===== src/rtl/toggle_event_receiver_pkg.sv =====
// rtl/toggle_event_receiver_pkg.sv - shared types and helpers for toggle_event_receiver
package toggle_event_receiver_pkg;

    typedef struct packed {
        logic sync_prev;
        logic overflow;
    } chan_state_t;

    function automatic int unsigned cnt_max(input int unsigned width);
        return (32'd1 << width) - 32'd1;
    endfunction

endpackage


===== src/rtl/ff_synchronizer.sv =====
// rtl/ff_synchronizer.sv - multi-bit flop-chain synchronizer, async active-high reset
module ff_synchronizer #(
    parameter int unsigned          WIDTH        = 1,
    parameter int unsigned          EXTRA_STAGES = 0,
    parameter logic [WIDTH-1:0]     RESET_VALUE  = '0
) (
    input  logic             clk,
    input  logic             reset,
    input  logic [WIDTH-1:0] d,
    output logic [WIDTH-1:0] q
);

    localparam int unsigned STAGES = 2 + EXTRA_STAGES;

    logic [WIDTH-1:0] chain [STAGES];

    always_ff @(posedge clk or posedge reset) begin
        if (reset) begin
            for (int s = 0; s < STAGES; s++) chain[s] <= RESET_VALUE;
        end else begin
            chain[0] <= d;
            for (int s = 1; s < STAGES; s++) chain[s] <= chain[s-1];
        end
    end

    assign q = chain[STAGES-1];

endmodule


===== src/rtl/toggle_event_receiver.sv =====
// rtl/toggle_event_receiver.sv - toggle events to per-channel pending counters with valid/ready
// Optional overflow flags: TOGGLE_EVENT_RECEIVER_OVERFLOW_EN
module toggle_event_receiver
    import toggle_event_receiver_pkg::*;
#(
    parameter int unsigned CHANNELS     = 4,
    parameter int unsigned EXTRA_STAGES = 0,
    parameter int unsigned CNT_WIDTH    = 4
) (
    input  logic                          clk,
    input  logic                          reset_n,
    input  logic [CHANNELS-1:0]           async_toggle,
    output logic [CHANNELS-1:0]           event_valid,
    input  logic [CHANNELS-1:0]           event_ready,
    output logic [CHANNELS*CNT_WIDTH-1:0] event_count,
    output logic [CHANNELS-1:0]           overflow,
    input  logic [CHANNELS-1:0]           overflow_clear
);

    localparam logic [CNT_WIDTH-1:0] CNT_MAX = CNT_WIDTH'(cnt_max(CNT_WIDTH));

    logic [CHANNELS-1:0] sync;

    ff_synchronizer #(
        .WIDTH        (CHANNELS),
        .EXTRA_STAGES (EXTRA_STAGES),
        .RESET_VALUE  ({CHANNELS{1'b0}})
    ) u_sync (
        .clk   (clk),
        .reset (!reset_n),
        .d     (async_toggle),
        .q     (sync)
    );

`ifndef TOGGLE_EVENT_RECEIVER_OVERFLOW_EN
    logic unused_overflow_clear;
    assign unused_overflow_clear = ^overflow_clear;
`endif

    for (genvar i = 0; i < CHANNELS; i++) begin : g_ch
        chan_state_t          st;
        logic [CNT_WIDTH-1:0] cnt;
        logic                 inc;
        logic                 dec;
        logic                 ovf_next;

        always_comb begin
            inc      = sync[i] ^ st.sync_prev;
            dec      = (cnt != '0) & event_ready[i];
            ovf_next = 1'b0;
`ifdef TOGGLE_EVENT_RECEIVER_OVERFLOW_EN
            // A drop on the same cycle as a clear keeps the flag set.
            ovf_next = (inc & !dec & (cnt == CNT_MAX)) | (st.overflow & !overflow_clear[i]);
`endif
        end

        always_ff @(posedge clk or negedge reset_n) begin
            if (!reset_n) begin
                cnt          <= '0;
                st.sync_prev <= 1'b0;
                st.overflow  <= 1'b0;
            end else begin
                st.sync_prev <= sync[i];
                st.overflow  <= ovf_next;
                if (inc && !dec && cnt != CNT_MAX) cnt <= cnt + 1'b1;
                else if (dec && !inc)              cnt <= cnt - 1'b1;
            end
        end

        assign event_valid[i]                       = (cnt != '0);
        assign event_count[i*CNT_WIDTH +: CNT_WIDTH] = cnt;
        assign overflow[i]                          = st.overflow;
    end

endmodule


===== config.mk =====
export PLATFORM = sky130hd
export DESIGN_NAME = toggle_event_receiver
export DESIGN_NICKNAME = d
export VERILOG_FILES = /design/src/rtl/toggle_event_receiver_pkg.sv /design/src/rtl/ff_synchronizer.sv /design/src/rtl/toggle_event_receiver.sv
export SDC_FILE = /design/constraint.sdc
export NUM_CORES = 1
export LEC_CHECK = 0
export CAP_MARGIN = 40
export CORE_MARGIN = 2
export CORE_UTILIZATION = 43
export DETAILED_ROUTE_END_ITERATION = 6
export GPL_TIMING_DRIVEN = 0
export PLACE_DENSITY_LB_ADDON = 0.08
export SYNTH_ARGS = -nofsm -noshare
export SYNTH_HDL_FRONTEND = slang
export SYNTH_SLANG_ARGS = --single-unit

===== constraint.sdc =====
create_clock -name clk -period 2.3 [get_ports clk]
set_clock_uncertainty 0.2 [all_clocks]
set_input_delay 0.69 -clock clk [delete_from_list [all_inputs] [get_ports clk]]
set_output_delay 0.69 -clock clk [all_outputs]
set_load 0.02 [all_outputs]

==> results by group <==
Critical path
  • Worst Path Required: between 1 and 1.5 ns
  • Biggest cell delay along the critical path: 0.55 ns
  • CP startpoint kind: flip-flop
  • CP Class: flip-flop to output pin
  • Reg2reg path depth: 8
  • CP startpoint: g_ch[0].cnt[2]
  • RR Startpoint: g_ch[3].cnt[1]
  • CP Capture Point: event_valid[0]
  • Crit. End Element: output pin
  • Slowest cell on the critical path: or4_4
  • Largest fanout on the critical path: 6
  • Worst path arrival time: 1.50 ns
  • Flop-to-flop setup slack: -0.03 ns
  • Reg2reg end: g_ch[3].cnt[3]
  • CP Cell Sequence: or4_4 > buf_6

Layout
  • Syn-to-layout area delta: 57.93%
  • Area of the multi-input gates: around 890 sq um
  • Fillers: between 200 and 250
  • Layout cells sized above 1: 0.5389
  • Nets@finish: 194
  • Layout Utilization: 0.7266
  • Flip-flop and latch area: 714.4 sq um
  • Final std cells w/o fill: 211
  • Diodes inserted: 0

Placed design
  • GP Congestion: 0.7894
  • Placed cells: 182
  • Port bufs: 29
  • Hpwl dp: roughly 1.9 mm

Clock tree
  • Clk sink count: 28
  • H-tree depth: 1
  • Hold-fix buffers, CTS: 0
  • Clock transition at path regs: 0.16 ns
  • Worst skew pair latency: between 0.3 and 0.4 ns
  • Root buffer cell: clkbuf_4
  • CTS tree: done
  • Max clock buf depth: 2
  • TritonCTS Buffers: 3

Yosys
  • Synth area leaders: dfrtp_1 (49%), xor2_1 (9.8%), ha_1 (7.0%)
  • Cell variety after synth: 19
  • Synth Register Bits: 28
  • Cell Area, Synth: roughly 1400 sq um
  • Seq/Total Area, Yosys: 0.4908
  • Yosys warns: 0
  • Synth Area per Inst: between 10 and 15 sq um
  • Yosys top cell by area: dfrtp_1
  • Mapped Cells: around 110
  • Yosys top cell area share: 0.4908

Global routing
  • Largest net degree at the start of global routing: 20
  • Global-route wire length before repair: approximately 4.8 mm
  • Initial antenna violation count: 0
  • GR Util All Layers: 0.1774
  • GRT overflow: 0
  • Vias in the first global route: 1081

STA
  • Fmax: roughly 420 MHz
  • Slew Viols, Final: 0
  • RSZ-0062 raised after global routing: yes
  • Hold Fails Final Rpt: 0
  • Tightest hold margin: ~0.17 ns
  • Slew @ Worst Pin: roughly 0.6 ns
  • Fin crit share: 1.040
  • Final setup violation count: 7
  • Slew headroom: 0.5972
  • Worst setup margin: -0.09313 ns
  • Setup tns final: -0.3181 ns
  • Min Tclk post-route: ~2.4 ns

Power
  • Sequential fraction of design power: 0.285
  • Internal: 1.850 mW
  • Power per cell area: 1390 nW/um^2
  • Worst ir drop on vdd: 951.3 uV
  • Net Sw Frac: 0.4095
  • Leak pwr: 1.014 nW
  • Clk pwr share: 0.106
  • Switching pwr: 1.283 mW
  • Combinational share of power: 0.609

Status
  • Status: complete, but fails checks
  • Failing checks: negative setup slack

Drt
  • Drt wl/cell: around 14 um
  • WL final: 3.057 mm
  • DR pass1 iterations: 4
  • 1st-iter DRT viols: 35
  • Vias: 1050
  • Via/cell ratio: 4.976
  • DRC viols: 0
  • Post-route ant nets: 0

Floorplan
  • Die area: between 3000 and 4000 sq um
  • DIE WIDTH: 61.62 um
  • IO Pins: 38
  • Starting Density: 0.4601
  • Core area: around 3100 sq um
  • Die H: approximately 60 um
  • # rows: 20

Hold path
  • Worst hold-check path type: flip-flop to flip-flop

Flow run
  • Max Cap Violations: 0
## power groups by stage
stage               clock, mW  combinational (mW)  sequential (mW)
detailed placement          0                1.33            0.982
global route            0.358                2.09            0.917
CTS                     0.332                1.70            0.890
floorplan                   0               0.672             1.11
finish                  0.332                1.91            0.893
global placement            0                1.27            0.968
## sequential cells by signal, indices dropped and copies added (netlist names)
| register | flops |
|---|---|
| g_ch.cnt | 16 |
| u_sync.chain | 4 |
| u_sync.q | 4 |
| g_ch.st | 4 |
## area by class of cell
cell class / instances / area share
repair buffers: 55 / 0.2270
plain buffers: 4 / 0.01332
clock buffers: 3 / 0.009989
well taps: 44 / 0.02442
flip-flops and latches: 28 / 0.3169
clock inverters: 1 / 0.01332
multi-input cells: 76 / 0.3951
## Yosys cell counts
cell type	n
a21o_1	3
a21o_2	1
a21oi_1	4
buf_4	4
conb_1	1
dfrtp_1	28
fa_1	4
ha_1	8
mux2_1	2
mux2_2	6
mux2i_1	4
nand2_2	4
nand3_1	4
nand4_1	4
o41ai_2	4
or2_2	4
or4_1	3
or4_2	1
xor2_1	16
## logic make-up after synthesis
family / count (synthesis) / synth area share
other cells: 1 / 0.002627
mux: 12 / 0.09114
buf+inv: 4 / 0.02104
simple gates: 20 / 0.08851
xor+xnor: 16 / 0.09816
flops: 28 / 0.4908
fa+ha+maj: 12 / 0.1262
compound gates: 12 / 0.08151
## placed cells by master, fill, tap and decap left out
master	count
buf_4	23
dfrtp_1	17
dlygate4sd2_1	17
xor2_1	16
dfrtp_2	11
buf_6	10
clkdlybuf4s50_1	8
mux2_2	5
ha_4	5
o41ai_4	4
nand4_1	4
or4_4	4
or2_2	4
a21oi_2	4
mux2i_1	4
nand2_2	4
conb_1	4
nand3_2	3
a21o_1	3
mux2_4	3
fa_2	3
ha_1	3
clkbuf_4	3
nand3_4	1
a21o_2	1
fa_1	1
bufinv_16	1
buf_16	1
## through the flow
| stage | worst slack (ns) | area, sq um | power [mW] |
|---|---|---|---|
| after detailed placement | -0.4703 | 1843 | 2.316 |
| after global routing | -0.1320 | 2255 | 3.365 |
| after global placement | -0.4090 | 1815 | 2.238 |
| after floorplan | -0.009081 | 1470 | 1.782 |
| after CTS | -0.09256 | 2127 | 2.922 |
| final | -0.09313 | 2255 | 3.133 |
## timing repair
action	4_1_cts	5_1_grt
pin swaps	11	16
resized for setup	57	16
endpoints found under the setup margin	24	12
setup buffers	18	7
## worst max-delay path: cells and delay by family (launching register included)
| family | cells | cell delay (ns) |
|---|---|---|
| buf+inv | 1 | 0.15 |
| simple gates | 1 | 0.55 |
| flops | 1 | 0.47 |
## routing by layer
layer | vias up | wire length [um] | track usage
li1 | 499 | - | -
met1 | 517 | 1313 | 0.2180
met2 | 29 | 1568 | 0.3068
met3 | 5 | 116 | 0.02521
met4 | 0 | 58 | 0.08207
met5 | - | 0 | 0
## how the worst min path moves through the flow
stage | startpoint | endpoint | slack [ns] | cells after the start
floorplan | u_sync.chain[4] | u_sync.q[0] | 0.13 | 0
global placement | u_sync.chain[4] | u_sync.q[0] | 0.13 | 0
detailed placement | u_sync.chain[6] | u_sync.q[2] | 0.13 | 0
CTS | u_sync.chain[6] | u_sync.q[2] | 0.17 | 0
global route | u_sync.chain[6] | u_sync.q[2] | 0.18 | 0
finish | u_sync.chain[6] | u_sync.q[2] | 0.17 | 0
No activity file was read; power rests on OpenSTA's default activity.
